$ cat src/rtl/sdram_arb_pkg.sv
// Shared types and helpers for the SDRAM port arbiter: FSM state encoding,
// default burst length and beat counter sizing.
package sdram_arb_pkg;

    typedef enum logic [2:0] {
        S_IDLE     = 3'd0,
        S_VID_CMD  = 3'd1,
        S_VID_DATA = 3'd2,
        S_CPU_CMD  = 3'd3,
        S_CPU_RD   = 3'd4,
        S_CPU_FIN  = 3'd5
    } arb_state_t;

    localparam int C_BURST_LEN_DEF = 8;

    // Width of a counter that indexes every beat of a burst (at least one bit).
    function automatic int beat_cnt_w(input int len);
        return (len > 1) ? $clog2(len) : 1;
    endfunction

endpackage

$ cat src/rtl/sdram_port_arbiter.sv
// Arbitrates the single SDRAM controller port between video bursts and CPU accesses.
// Optional CPU fairness (one video burst max wait) is enabled by defining SDRAM_ARB_FAIR_EN.
module sdram_port_arbiter
    import sdram_arb_pkg::*;
#(
    parameter int C_addr_bits = 22,
    parameter int C_data_bits = 32,
    parameter int C_burst_len = C_BURST_LEN_DEF
) (
    input  logic                     clk_sdram,
    input  logic                     reset,
    input  logic                     vid_req,
    input  logic [C_addr_bits-1:0]   vid_addr,
    output logic                     vid_ack,
    output logic                     vid_valid,
    output logic [C_data_bits-1:0]   vid_data,
    input  logic                     cpu_req,
    input  logic                     cpu_we,
    input  logic [C_addr_bits-1:0]   cpu_addr,
    input  logic [C_data_bits-1:0]   cpu_wdata,
    input  logic [C_data_bits/8-1:0] cpu_be,
    output logic [C_data_bits-1:0]   cpu_rdata,
    output logic                     cpu_done,
    output logic                     mem_req,
    output logic                     mem_we,
    output logic                     mem_burst,
    output logic [C_addr_bits-1:0]   mem_addr,
    output logic [C_data_bits-1:0]   mem_wdata,
    output logic [C_data_bits/8-1:0] mem_be,
    input  logic                     mem_ack,
    input  logic                     mem_rvalid,
    input  logic [C_data_bits-1:0]   mem_rdata
);

    localparam int                    C_cnt_bits  = beat_cnt_w(C_burst_len);
    localparam logic [C_cnt_bits-1:0] C_last_beat = C_cnt_bits'(C_burst_len - 1);

    arb_state_t                r_state;
    arb_state_t                w_state_nxt;
    logic [C_cnt_bits-1:0]     r_beat;
    logic                      r_vid_ack;
    logic                      r_vid_valid;
    logic [C_data_bits-1:0]    r_vid_data;
    logic [C_data_bits-1:0]    r_cpu_rdata;
    logic                      r_cpu_done;
    logic                      r_mem_req;
    logic                      r_mem_we;
    logic                      r_mem_burst;
    logic [C_addr_bits-1:0]    r_mem_addr;
    logic [C_data_bits-1:0]    r_mem_wdata;
    logic [C_data_bits/8-1:0]  r_mem_be;
    logic                      w_cpu_elig;
    logic                      w_grant_vid;
    logic                      w_grant_cpu;

    // The requester drops cpu_req only in the cycle it sees cpu_done, so a
    // request still visible during that cycle is the one just completed.
`ifdef SDRAM_ARB_FAIR_EN
    logic r_last_was_vid;

    always_comb begin
        w_cpu_elig  = cpu_req && !r_cpu_done;
        w_grant_vid = vid_req && !(r_last_was_vid && w_cpu_elig);
        w_grant_cpu = w_cpu_elig && !w_grant_vid;
    end

    always_ff @(posedge clk_sdram or posedge reset) begin
        if (reset) begin
            r_last_was_vid <= 1'b0;
        end else if (r_state == S_IDLE) begin
            if (w_grant_vid)
                r_last_was_vid <= 1'b1;
            else if (w_grant_cpu)
                r_last_was_vid <= 1'b0;
        end
    end
`else
    always_comb begin
        w_cpu_elig  = cpu_req && !r_cpu_done;
        w_grant_vid = vid_req;
        w_grant_cpu = w_cpu_elig && !vid_req;
    end
`endif

    always_comb begin
        w_state_nxt = r_state;
        case (r_state)
            S_IDLE: begin
                if (w_grant_vid)
                    w_state_nxt = S_VID_CMD;
                else if (w_grant_cpu)
                    w_state_nxt = S_CPU_CMD;
            end
            S_VID_CMD:  if (mem_ack) w_state_nxt = S_VID_DATA;
            S_VID_DATA: if (mem_rvalid && r_beat == C_last_beat) w_state_nxt = S_IDLE;
            S_CPU_CMD:  if (mem_ack) w_state_nxt = r_mem_we ? S_CPU_FIN : S_CPU_RD;
            S_CPU_RD:   if (mem_rvalid) w_state_nxt = S_CPU_FIN;
            S_CPU_FIN:  w_state_nxt = S_IDLE;
            default:    w_state_nxt = S_IDLE;
        endcase
    end

    always_ff @(posedge clk_sdram or posedge reset) begin
        if (reset)
            r_state <= S_IDLE;
        else
            r_state <= w_state_nxt;
    end

    // Command register, return-data mux and completion pulses.
    always_ff @(posedge clk_sdram or posedge reset) begin
        if (reset) begin
            r_beat      <= '0;
            r_vid_ack   <= 1'b0;
            r_vid_valid <= 1'b0;
            r_vid_data  <= '0;
            r_cpu_rdata <= '0;
            r_cpu_done  <= 1'b0;
            r_mem_req   <= 1'b0;
            r_mem_we    <= 1'b0;
            r_mem_burst <= 1'b0;
            r_mem_addr  <= '0;
            r_mem_wdata <= '0;
            r_mem_be    <= '0;
        end else begin
            r_vid_ack   <= 1'b0;
            r_vid_valid <= 1'b0;
            r_cpu_done  <= 1'b0;
            case (r_state)
                S_IDLE: begin
                    if (w_grant_vid) begin
                        r_mem_req   <= 1'b1;
                        r_mem_we    <= 1'b0;
                        r_mem_burst <= 1'b1;
                        r_mem_addr  <= vid_addr;
                        r_mem_wdata <= '0;
                        r_mem_be    <= '1;
                    end else if (w_grant_cpu) begin
                        r_mem_req   <= 1'b1;
                        r_mem_we    <= cpu_we;
                        r_mem_burst <= 1'b0;
                        r_mem_addr  <= cpu_addr;
                        r_mem_wdata <= cpu_wdata;
                        r_mem_be    <= cpu_be;
                    end
                end
                S_VID_CMD: begin
                    if (mem_ack) begin
                        r_vid_ack <= 1'b1;
                        r_mem_req <= 1'b0;
                        r_beat    <= '0;
                    end
                end
                S_VID_DATA: begin
                    if (mem_rvalid) begin
                        r_vid_valid <= 1'b1;
                        r_vid_data  <= mem_rdata;
                        r_beat      <= r_beat + C_cnt_bits'(1);
                    end
                end
                S_CPU_CMD: if (mem_ack) r_mem_req <= 1'b0;
                S_CPU_RD:  if (mem_rvalid) r_cpu_rdata <= mem_rdata;
                S_CPU_FIN: r_cpu_done <= 1'b1;
                default: ;
            endcase
        end
    end

    assign vid_ack   = r_vid_ack;
    assign vid_valid = r_vid_valid;
    assign vid_data  = r_vid_data;
    assign cpu_rdata = r_cpu_rdata;
    assign cpu_done  = r_cpu_done;
    assign mem_req   = r_mem_req;
    assign mem_we    = r_mem_we;
    assign mem_burst = r_mem_burst;
    assign mem_addr  = r_mem_addr;
    assign mem_wdata = r_mem_wdata;
    assign mem_be    = r_mem_be;

endmodule

$ cat config.mk
export PLATFORM = sky130hd
export DESIGN_NAME = sdram_port_arbiter
export DESIGN_NICKNAME = d
export VERILOG_FILES = /design/src/rtl/sdram_arb_pkg.sv /design/src/rtl/sdram_port_arbiter.sv
export SDC_FILE = /design/constraint.sdc
export NUM_CORES = 1
export LEC_CHECK = 0
export CORE_MARGIN = 2
export CORE_UTILIZATION = 35
export CTS_BUF_LIST = sky130_fd_sc_hd__clkbuf_8
export DETAILED_ROUTE_END_ITERATION = 8
export PLACE_DENSITY = 0.72
export SLEW_MARGIN = 20
export SYNTH_ARGS = -nofsm -noshare
export SYNTH_HDL_FRONTEND = slang
export SYNTH_SLANG_ARGS = --single-unit
$ cat constraint.sdc
create_clock -name clk_sdram -period 3.95 [get_ports clk_sdram]
set_clock_uncertainty 0.1 [all_clocks]
set_input_delay 0.395 -clock clk_sdram [delete_from_list [all_inputs] [get_ports clk_sdram]]
set_output_delay 0.395 -clock clk_sdram [all_outputs]
set_load 0.005 [all_outputs]
# --- Yosys cells after proc, flatten, opt, wreduce, memory -nomap -nowiden ---
# Cells that the tools add are included.
word_totals:
  register_bits: 134
  latchBits: 0
  mem_bits_rw: 0
  rom_bits: 0
  output_inout_bits: 128
  mem_count: 0
classes:
  add_sub_neg: 1
  mul: 0
  div: 0
  n_lt_le_gt_ge: 0
  n_eq_ne: 13
  shifts: 0
  muxes: 30
  bitwise: 0
  reduce_logical: 16
ops:
  columns: ["operator", "n"]
  rows:
  - ["32-bit 2-to-1 mux", 2]
  - ["22-bit 2-to-1 mux", 2]
  - ["3-bit 2-to-1 mux", 8]
  - ["3-bit case mux with 5 select lines", 1]
  - ["1-bit 2-to-1 mux", 13]
  - ["2-bit inequality test, second input constant", 5]
  - ["3-bit equality test, second input constant", 3]
  - ["4-bit 2-to-1 mux", 2]
  - ["3-bit by 2-bit equality test with 1-bit output, second input constant", 2]
  - ["3-bit case mux with 2 select lines", 1]
  - ["2-bit AND reduction", 3]
  - ["3-bit AND reduction", 2]
  - ["2-bit nonzero test", 3]
  - ["5-bit AND reduction", 1]
  - ["3-bit by 1-bit adder with 3-bit output, second input constant", 1]
  - ["3-bit by 1-bit equality test with 1-bit output, second input constant", 1]
  - ["1-bit logical AND", 3]
  - ["3-bit logical NOT", 1]
  - ["3-bit inequality test, second input constant", 1]
  - ["1-bit logical NOT", 2]
  - ["2-bit by 1-bit inequality test with 1-bit output, second input constant", 1]
  - ["1-bit case mux with 2 select lines", 1]
  - ["2-bit OR reduction", 1]

# --- Depth between registers and ports, before layout ---
# Gate-level depths: netlist (run 1).
depth:
  ltp_word: 6
  depth_mapped: 7

# --- Worst setup path after synthesis (run 1) ---
# No wires, ideal clock.
synth_timing:
  path_kind: "reg-to-reg"
  from: "reg r_state[0]"
  to: "reg r_state[1]"
  setup_ps: 125
  arrival_time_ps: 1602
  required_ps: 3725
  slack_ps: 2123
  path_stages_with_launch: 6
  cell_sequence: "dfrtp_1 -> buf_6 -> or3_4 -> o32ai_2 -> or3_4 -> mux2_4"
synth_via:
  elab_chain_len: 3
synth_lines:
  columns: ["item", "line", "rtl"]
  rows:
  - ["start, declared", "sdram_port_arbiter.sv:38", "arb_state_t r_state;"]
  - ["start signal, assigned", "sdram_port_arbiter.sv:107", "r_state <= w_state_nxt;"]
  - ["3-bit by 2-bit equality test with 1-bit output (tied with other cells)", "sdram_port_arbiter.sv:87", "case (r_state)"]
  - ["2-bit inequality test (no source line) or 3-bit inequality test (tied branches)", null, null]
  - ["5-bit AND reduction (no source line)", null, null]
# Parallel ways exist; a longest one is shown, timed or not.
# A chain may end at the register's enable or synchronous reset.

# --- Final worst setup path (run 1) ---
layout_timing:
  from: "reg r_state[1]"
  to: "reg r_vid_data[16], in the netlist vid_data[16]"
layout_via:
  elab_chain_len: 2
layout_lines:
  columns: ["item", "line", "rtl"]
  rows:
  - ["3-bit by 2-bit equality test with 1-bit output", "sdram_port_arbiter.sv:129", "case (r_state)"]
  - ["2-bit AND reduction (no source line)", null, null]
  - ["end signal, assigned", "sdram_port_arbiter.sv:157", "r_vid_data <= mem_rdata;"]
  - ["end, declared", "sdram_port_arbiter.sv:43", "logic [C_data_bits-1:0] r_vid_data;"]
# Every way passes these cells.

==> results of run 1 <==
==> power by group <==
| part | internal [W] | leakage, nW | total (W) | switching (W) |
|---|---|---|---|---|
| clock network | 0.000563 | 0.192 | 0.00109 | 0.000523 |
| registers | 0.00204 | 1.69 | 0.00244 | 0.000400 |
| logic | 0.00168 | 1.75 | 0.00257 | 0.000890 |
| total | 0.00428 | 3.63 | 0.00609 | 0.00181 |
==> layout by cell type (no fill, tap or decap), drive strengths merged, types with 2 or more instances in the layout <==
cell / netlist / layout
ha: 2 / 2
clkinv: 0 / 4
a21oi: 2 / 2
clkdlybuf4s50: 0 / 245
mux2i: 25 / 25
nand2: 32 / 32
mux2: 65 / 65
buf: 21 / 7
inv: 5 / 6
or3: 2 / 2
nor2b: 2 / 2
nor2: 5 / 5
o22ai: 2 / 2
nand2b: 2 / 2
dfrtp: 134 / 134
clkinvlp: 0 / 5
o21ai: 27 / 27
nor3: 3 / 3
a22o: 34 / 34
nor3b: 5 / 5
clkbuf: 6 / 21
==> critical path, cell delays in order (launching register included) <==
cell and delay [ns]:
dfrtp_1 0.58, nor3b_1 0.39, and2_1 0.18, buf_4 0.41
mux2_1 0.38
==> sequential cells by signal, summed over array words and instances, names as in the netlist <==
register and count:
cpu_rdata 32, mem_wdata 32, mem_req 1, mem_burst 1
r_beat 3, mem_addr 22, mem_be 4, mem_we 1
vid_ack 1, cpu_done 1, vid_data 32, r_state 3
vid_valid 1
==> layer usage <==
layer | global-route usage | vias to the layer above | part of all wire
li1 | - | 1849 | -
met1 | 0.202 | 1876 | 0.41
met2 | 0.276 | 201 | 0.47
met3 | 0.0695 | 15 | 0.10
met4 | 0.0814 | 0 | 0.018
met5 | 0 | - | 0
==> logic make-up after synthesis <==
kind of cell             Yosys count  synth area share
XOR/XNOR                           1           0.00164
flip-flops                       134             0.628
adder cells (fa/ha/maj)            2           0.00469
AND/OR/NAND/NOR                   55            0.0523
AO/OA/AOI/OAI                     69            0.0928
multiplexers                      90             0.185
buffers and inverters             32            0.0356
==> final timing paths <==
path / depth (start not counted) / slack (ns) / end
min in group clk_sdram: 1 / 0.39 / vid_data[6]
max: 4 / 1.77 / vid_data[16]
max in group asynchronous: 3 / 2.50 / mem_wdata[27]
max reg2reg: 4 / 1.77 / vid_data[16]
min reg2reg: 1 / 0.39 / vid_data[6]
min: 2 / 0.38 / vid_data[1]
==> final cells by class <==
cell class / instances / area, um2 / share of cell area
clock buffer: 21 / 289 / 0.0347
timing repair buffer: 252 / 2510 / 0.302
sequential: 134 / 3350 / 0.403
multi-input combinational: 217 / 1810 / 0.217
tap: 188 / 235 / 0.0283
inverter: 5 / 22.5 / 0.00271
clock inverter: 11 / 100 / 0.0120
==> through the flow <==
stage                     worst slack [ns]  cells
after floorplan                       1.79    383
after global placement                1.58    796
after detailed placement              1.49    796
after CTS                             1.77    828
after global routing                  1.63    828
final                                 1.77    828
==> flow_summary.ini, run 1 <==
[clocking]
cts.sinks = 134
post_cts_buffers = 0
cts-htree-levels = 4
cts_buffers = 17
cts_hold_buf = 0
clkTransAtPathRegs_ns = 0.08
root_buffer = clkbuf_8
clock_path_buffers = 2
clk_latency_ns = 0.43
cts_tree = yes
cts_resized = 0

[logic_synthesis]
syn_inst = 383
synth-edff-count = 0
ys_top_cells_by_count = dfrtp_1 (134), mux2_1 (58), a22o_1 (34)
synth_area_leader_cell = dfrtp_1
yosysUniqueCellTypes = 31
synth-seq-cells = 134
synth.most_common_cell = dfrtp_1
synth_area_mm2 = 0.00534
synth_top_area_frac = 0.628
ys_warn_count = 0
synth.area.top_cells = dfrtp_1 (63%), mux2_1 (12%), a22o_1 (5.6%)
synth_fp_nets = 504
async_reset_ff_frac = 1.00
syn_avg_cell_area_um2 = 13.9
synth-seq-area-share = 0.628
yosys_most_used_dff = dfrtp_1

[global_route]
antenna_found_initial = 0
grt_usage = 0.172
grt_pass1_vias = 4181
grt_pass1_wl_mm = 21.4
grt_max_degree = 73
overflow = 0

[setup_path]
start_kind = flip-flop
rr_startpoint = r_state[1]
critPathLaunch = r_state[1]
critPathKind = reg2reg
crit_path_end_kind = flip-flop
worstPathRequired_ns = 4.16
crit_arrival_ns = 2.40
crit_fanout = 34

[sta]
slew_viol_final = 0
tightest_slew_ns = 0.925
rsz0062_at_grt = false
slew_headroom = 0.383
fmax_mhz = 458
hold_slack_ns = 0.385
setup_viol = 0
fin_crit_ns = 2.18
setup_tns_ns = 0
hold_violations = 0
min_period_over_period = 0.553

[power_and_ir_drop]
leakage_nw = 3.63
p_per_area_mw_per_mm2 = 732
power.total_w = 0.00609
ir_drop_v = 0.000311

[floorplanning]
rows = 45
die_x_um = 127
core_area_mm2 = 0.0150
boundaryPins = 247
dieArea_mm2 = 0.0163
initial_core_util = 0.355
die_h_um = 127

[run]
cap_violations = 0

[detailed_routing]
firstDrtPassIters = 4
ant_nets = 0
drt_wl_total_mm = 13.7
drtIter0Drc = 116
via_per_inst = 4.76
drcViolationCount = 0
vias = 3941
routedWlPerCell_um = 16.6

[cells_and_area]
layout.nets = 748
fin_area_mm2 = 0.00832
n_antenna_cell = 0
nFillCells = 1248
drive_gt1_frac = 0.0797
fin_util = 0.553
area.growth.synth_to_final_pct = 55.9

[outcome]
status = complete, no violations

[placed_design]
io_buffers = 246
dpl_cell_area_mm2 = 0.00793
place_congestion = 0.750
dpl.hpwl_mm = 10.1

[min_path]
hold_class = in2async
No activity file was read; power rests on OpenSTA's default activity.
==> inputs of run 2 (changes only) <==
Settings changed: PLACE_DENSITY 0.72 to 0.7.
Clock period 3.95 ns to 2.2 ns, I/O delays scaled along.
==> run 2 against run 1 <==
  * Die area unchanged
  * Wire length decreased by 0.83%
  * Sequential power grew 79%
  * Via count is 2.3% higher
  * First-iteration DRC count increased by 11%
  * Flip-flop and latch count did not move
  * Maximum frequency grew 11%
  * Critical endpoint is now r_state[1]
  * Largest power group unchanged
==> flow_summary.ini, run 2 (synthesized netlist as in run 1, its figures left out) <==
[setup_path]
start_kind = flip-flop
slowest_delay_ns = 0.52
rr_startpoint = r_state[1]
rrSetupSlack_ns = 0.22
endpoint = r_state[1]
critPathKind = reg2reg
r2r_end = r_state[1]
crit_arrival_ns = 2.19
crit_path_end_kind = flip-flop
r2r_cells = 4
worstPathRequired_ns = 2.41
cpMaxStageDelayCell = dfrtp_1
crit_top_cell = or3_4
crit_fanout = 14
critPathLaunch = r_state[1]
path_cells = or3_4 > o32ai_2 > or3_4 > mux2_4

[floorplanning]
die_x_um = 127
core_area_mm2 = 0.0150
initial_core_util = 0.355
die_h_um = 127
rows = 45
boundaryPins = 247
dieArea_mm2 = 0.0163

[clocking]
cts_tree = yes
clkTransAtPathRegs_ns = 0.07
post_cts_buffers = 0
clock_path_buffers = 2
cts-htree-levels = 4
clk_latency_ns = 0.43
root_buffer = clkbuf_8
cts_buffers = 17
cts.sinks = 134
cts_resized = 0
cts_hold_buf = 0

[detailed_routing]
firstDrtPassIters = 4
via_per_inst = 4.85
routedWlPerCell_um = 16.4
drt_wl_total_mm = 13.6
drtIter0Drc = 129
drcViolationCount = 0
ant_nets = 0
vias = 4032

[power_and_ir_drop]
p_per_area_mw_per_mm2 = 1330
ir_drop_v = 0.000590
leakage_nw = 3.69

[cells_and_area]
final_common_cell = clkdlybuf4s50_1
drive_gt1_frac = 0.0854
mostFrequentLayoutCells = clkdlybuf4s50_1 (245), dfrtp_1 (134), mux2_1 (58)
fin_area_mm2 = 0.00845
area.growth.synth_to_final_pct = 58.3
layout.nets = 752
n_antenna_cell = 0

[global_route]
grt_usage = 0.174
grt_pass1_wl_mm = 22.1
overflow = 0
antenna_found_initial = 0
grt_max_degree = 70
grt_pass1_vias = 4340

[sta]
setup_tns_ns = 0
worst_slack_ns = 0.224
rsz0062_at_grt = false
slew_headroom = 0.658
setup_viol = 0
hold_violations = 0
slew_viol_final = 0
fin_crit_ns = 1.98
fmax_mhz = 506
min_period_over_period = 0.898
tightest_slew_ns = 0.510

[min_path]
hp-start = vid_req
hold_class = in2reg

[placed_design]
dpl_cell_area_mm2 = 0.00802
dpl.hpwl_mm = 9.82
place_ws_ns = 0.244
place_congestion = 0.728
io_buffers = 246

[run]
cap_violations = 0

[outcome]
status = complete, no violations
-- run 2: worst max-delay path, delay by kind of cell (launching register included) --
kind	cells	cell delay, ns
muxes	1	0.28
DFF	1	0.52
and+or+nand+nor	2	0.65
AOI/OAI and AO/OA	1	0.32
-- run 2: layer usage --
metal / GRT usage / vias to the layer above / share of wire
met3: 0.0699 / 23 / 0.093
met2: 0.278 / 190 / 0.47
li1: - / 1855 / -
met5: 0 / - / 0
met4: 0.0666 / 0 / 0.022
met1: 0.211 / 1964 / 0.42
-- run 2: layout make-up --
| cell class | count | area (um2) |
|---|---|---|
| inverter | 5 | 22.5 |
| clock buffer | 20 | 275 |
| timing repair buffer | 256 | 2610 |
| tap | 188 | 235 |
| fill | 1218 | 6580 |
| multi-input combinational | 217 | 1810 |
| sequential | 134 | 3350 |
| clock inverter | 12 | 150 |
-- run 2: through the flow --
stage / total power, W / std cells / util / hold WS (ns)
floorplan: 0.00610 / 383 / - / 0.229
detailed placement: 0.00918 / 800 / 0.534 / 0.374
CTS: 0.0114 / 832 / 0.562 / 0.112
global placement: 0.00901 / 800 / 0.534 / 0.367
global route: 0.0120 / 832 / 0.562 / 0.141
finish: 0.0112 / 832 / 0.562 / 0.141
-- run 2: how the worst min path moves through the flow --
| stage | end | slack [ns] | cells past startpoint |
|---|---|---|---|
| final | mem_req | 0.14 | 3 |
| after global routing | cpu_rdata[3] | 0.14 | 3 |
| after CTS | r_state[0] | 0.11 | 3 |
| after floorplan | r_state[2] | 0.23 | 1 |
| after detailed placement | vid_data[29] | 0.37 | 1 |
| after global placement | vid_data[29] | 0.37 | 1 |
-- run 2: power by group --
| part | total [W] | leakage [nW] | switching (W) | internal, W |
|---|---|---|---|---|
| sequential | 0.00437 | 1.69 | 0.000704 | 0.00366 |
| clock | 0.00216 | 0.217 | 0.000950 | 0.00121 |
| combinational | 0.00470 | 1.79 | 0.00161 | 0.00309 |
| total | 0.0112 | 3.69 | 0.00326 | 0.00796 |
==> inputs of run 3 (changes only) <==
Settings changed: GPL_TIMING_DRIVEN set to 0.
==> run 3 against run 2 <==
  * Sequential share of layout area shrank 0.33 points
  * Highest routed layer unchanged
  * Die area is the same
  * Critical path type unchanged
  * Non-clock buffer count grew 21
  * Core utilization grew 0.47 points
  * Flip-flop and latch count is the same
  * Cell count grew 2.5%
  * Maximum frequency is essentially flat
  * Power shrank 0.19%
  * Clock-buffer cell count shrank 1
  * Clock power shrank 4%
  * Hold slack gained 0.056 ns
  * Via count grew 1.1%
==> flow_summary.ini, run 3 (synthesized netlist as in run 1, its figures left out) <==
[outcome]
status = complete, no violations

[global_route]
overflow = 0
grt_max_degree = 36
grt_pass1_wl_mm = 22.4
grt_pass1_vias = 4359
antenna_found_initial = 1
grt_usage = 0.179

[clocking]
cts-htree-levels = 4
clock_path_buffers = 2
cts_buffers = 17
root_buffer = clkbuf_8
cts.sinks = 134
clkTransAtPathRegs_ns = 0.07
cts_resized = 0
cts_tree = yes
clk_latency_ns = 0.43

[setup_path]
cpMaxStageDelayCell = dfrtp_1
start_kind = flip-flop
r2r_cells = 6
critPathLaunch = r_state[0]
crit_top_cell = buf_6
critPathKind = reg2reg
slowest_delay_ns = 0.37
worstPathRequired_ns = 2.42
path_cells = buf_6 > nor3b_1 > and2_1 > buf_2 > buf_6 > mux2_1
crit_path_end_kind = flip-flop
crit_fanout = 10
crit_arrival_ns = 2.20
rr_startpoint = r_state[0]

[power_and_ir_drop]
swShare = 0.292
seq_power_share = 0.383
p_sw_w = 0.00327
clkPwrFrac = 0.186
leakage_nw = 3.77
pwr-share-comb = 0.431
ir_drop_v = 0.000624
p_per_area_mw_per_mm2 = 1310
intPower_w = 0.00794

[floorplanning]
rows = 45
die_h_um = 127
die_x_um = 127
initial_core_util = 0.355
dieArea_mm2 = 0.0163
core_area_mm2 = 0.0150
boundaryPins = 247

[detailed_routing]
drtIter0Drc = 115
routedWlPerCell_um = 16.5
firstDrtPassIters = 4
drcViolationCount = 0
ant_nets = 0
vias = 4078
drt_wl_total_mm = 14.1
via_per_inst = 4.78

[cells_and_area]
area.growth.synth_to_final_pct = 59.6
mostFrequentLayoutCells = clkdlybuf4s50_1 (245), dfrtp_1 (134), mux2_1 (58)
drive_gt1_frac = 0.0964
layout.nets = 773
multi_input_comb_area_mm2 = 0.00179
fin_util = 0.567
fin_area_mm2 = 0.00852
final_common_cell = clkdlybuf4s50_1
final_cells = 853
nFillCells = 1246
regArea_mm2 = 0.00335

[sta]
fmax_mhz = 506
hold_violations = 0
rsz0062_at_grt = false
tightest_slew_ns = 0.616
worst_slack_ns = 0.222
setup_viol = 0
min_period_over_period = 0.899
slew_viol_final = 0
slew_headroom = 0.589
fin_crit_ns = 1.98

[placed_design]
dpl.hpwl_mm = 10.8
io_buffers = 245
dp.cells = 820
place_congestion = 0.760
dpl_cell_area_mm2 = 0.00811
place_ws_ns = 0.000734

[min_path]
hold_class = in2reg
hp-start = vid_req
holdPathStages = 3

[run]
cap_violations = 0
## run 3: cell types whose count changed in the layout (fill, tap and decap cells not counted), moves of 2 or more
| cell | before | now |
|---|---|---|
| buf_2 | 1 | 14 |
| buf_6 | 0 | 7 |
| clkbuf_1 | 0 | 6 |
| buf_4 | 4 | 0 |
| inv_1 | 5 | 8 |
| buf_12 | 6 | 4 |
| clkinvlp_4 | 3 | 1 |
## run 3: area by class of cell
type,instances,share of cell area
Antenna cell,1,0.000294
Buffer,27,0.0201
Clock buffer,19,0.0307
Clock inverter,12,0.0162
Inverter,5,0.00264
Multi-Input combinational cell,217,0.211
Sequential cell,134,0.394
Tap cell,188,0.0276
Timing Repair Buffer,250,0.298
## run 3: per-stage QoR
| step | power (W) | setup TNS, ns | hold slack (ns) |
|---|---|---|---|
| 2_1_floorplan | 0.00610 | 0 | 0.229 |
| 3_3_place_gp | 0.00907 | -119.97 | 0.367 |
| 3_5_place_dp | 0.00924 | 0 | 0.374 |
| 4_1_cts | 0.0114 | 0 | 0.157 |
| 5_1_grt | 0.0120 | 0 | 0.174 |
| 6_report | 0.0112 | 0 | 0.197 |
## run 3: power by group through the flow
| stage | clock (W) | combinational [W] | sequential (W) |
|---|---|---|---|
| floorplan | 0 | 0.00172 | 0.00437 |
| detailed placement | 0 | 0.00490 | 0.00434 |
| global route | 0.00227 | 0.00523 | 0.00446 |
| global placement | 0 | 0.00478 | 0.00428 |
| finish | 0.00208 | 0.00483 | 0.00429 |
| CTS | 0.00215 | 0.00492 | 0.00431 |
## run 3: worst paths after layout
kind / endpoint / slack, ns
worst max-delay path: vid_data[19] / 0.22
worst min-delay path: mem_wdata[4] / 0.20
worst max register to register: vid_data[19] / 0.22
worst min register to register: vid_data[11] / 0.38
max in group asynchronous: mem_addr[14] / 0.79
min in group asynchronous: vid_data[1] / 0.52
## run 3: what timing repair did
action / CTS / global route
hold buffers: 1 / 0
endpoints found under the hold margin: 6 / 0
buffers inserted: 0 / 0
## run 3: layer usage
metal	routed length (um)	track usage	up-vias
li1	-	-	1902
met1	5830	0.209	1970
met2	6690	0.292	185
met3	1370	0.0808	21
met4	219	0.0646	0
met5	0	0	-
## run 3: critical path: cells and delay by family (launching register included)
family | cells | cell delay (ns)
and+or+nand+nor | 2 | 0.49
muxes | 1 | 0.34
buffers and inverters | 3 | 0.56
DFF | 1 | 0.37
==> RTL change, RTL diff (flow settings as in run 3) <==
The package constant `C_BURST_LEN_DEF` goes from 8 to 4.
--- a/src/rtl/sdram_arb_pkg.sv
+++ b/src/rtl/sdram_arb_pkg.sv
@@ -11,7 +11,7 @@
         S_CPU_FIN  = 3'd5
     } arb_state_t;
 
-    localparam int C_BURST_LEN_DEF = 8;
+    localparam int C_BURST_LEN_DEF = 4;
 
     // Width of a counter that indexes every beat of a burst (at least one bit).
     function automatic int beat_cnt_w(input int len);
Formal check against the unedited RTL: same outputs for any inputs over 4 cycles, from zero or initial values and one cycle with reset high; that may be too few to reach the edited logic, so the function may still have changed.
==> RTL change against run 3 <==
- sequential cell count down 1
- routed wire length up 5.9%
- worst setup slack worse by 0.040 ns
- area after synthesis up 5.8%
- first-iteration DRC count up 11%
- utilization down 0.28 points
- critical path type unchanged
- power up 3.3%
- design area up 4.8%
- sequential power down 3%
==> RTL change: results (changes against run 3) <==
Outcome
  • Status: finished clean

Synthesis
  • Adder-cell share of the synthesized area: 0.222% (-0.25 points)
  • Seq/Total Area, Yosys: 59.0% (-3.9 points)
  • Synth area leaders: dfrtp_1 59%, mux2_2 28%, nor2b_1 3.8%
  • Most common library cells after synthesis: 142 x mux2_2, 133 x dfrtp_1, 34 x nor2b_1
  • Synth Area in Compound Gates: 1.33% (-8.0 points)
  • Post-Synthesis Net Count: 506 (+0.40%)
  • Post-synthesis mux area share: 29.4% (+11 points)

Min path
  • Hold WC Path Type: primary input to async pin

Worst setup path
  • Critical Path AT: 2.22 ns (+0.02 ns)
  • Setup crit start: r_state[2]
  • CP max stage delay: 0.45 ns (+0.08 ns)
  • Crit Reg-Reg Startpoint: r_state[2]
  • Critical path capture point: mem_wdata[7]

Power and ir drop
  • VDD IR max: 745 µV (+19%)
  • Switching power: 3.21 mW (-1.8%)
  • Leakage: 3.77 nW (about the same)

Final layout
  • ANT cells: 0 (-1)
  • Share of cells above drive strength 1: 29.7% (+20 points)

Timing
  • Hold slack: 0.0531 ns (-0.144 ns)
  • Slew headroom: 63.1% (+4.2 points)
  • Final worst slack: 0.182 ns (-0.0403 ns)

Place
  • Hpwl dp: 11400 µm (+5.4%)
  • GPL Wtd Cong: 0.786 (+3.4%)
  • Placement Setup Slack: 0.00925 ns (+0.00851 ns)

Detailed routing
  • Via density: 4.60 (-3.8%)
  • Starting DRT DRC Count: 128 (+11%)
  • WL final: 14900 µm (+5.9%)

GRT
  • Initial antenna violation count: 0 (-1)
  • Pin count of the biggest net entering global routing: 35 (-2.8%)
RTL change: changes by cell type after synthesis, moves of 27 or more:
cell / before / now
mux2_2: 6 / 142
a22o_1: 34 / 1
nand2_1: 32 / 3
mux2_1: 58 / 1
nor2b_1: 2 / 34
o21ai_1: 27 / 0
RTL change: area by class of cell:
cell class                      instances  area (µm²)
Inverter                                9        37.5
Tap cell                              216         270
Timing Repair Buffer                  249        2540
Buffer                                 23         150
Sequential cell                       133        3330
Fill cell                            1321        6900
Clock buffer                           19         262
Clock inverter                         13         206
Multi-Input combinational cell        221        2130
RTL change: metal layers:
metal | part of all wire (%) | track usage [%] | vias to the layer above | routed length (µm)
met5 | 0 | 0 | - | 0
met4 | 1.6 | 5.63 | 0 | 245
met3 | 5.3 | 5.70 | 16 | 797
met2 | 54 | 31.6 | 113 | 8090
met1 | 39 | 19.8 | 2055 | 5820
li1 | - | - | 1876 | -
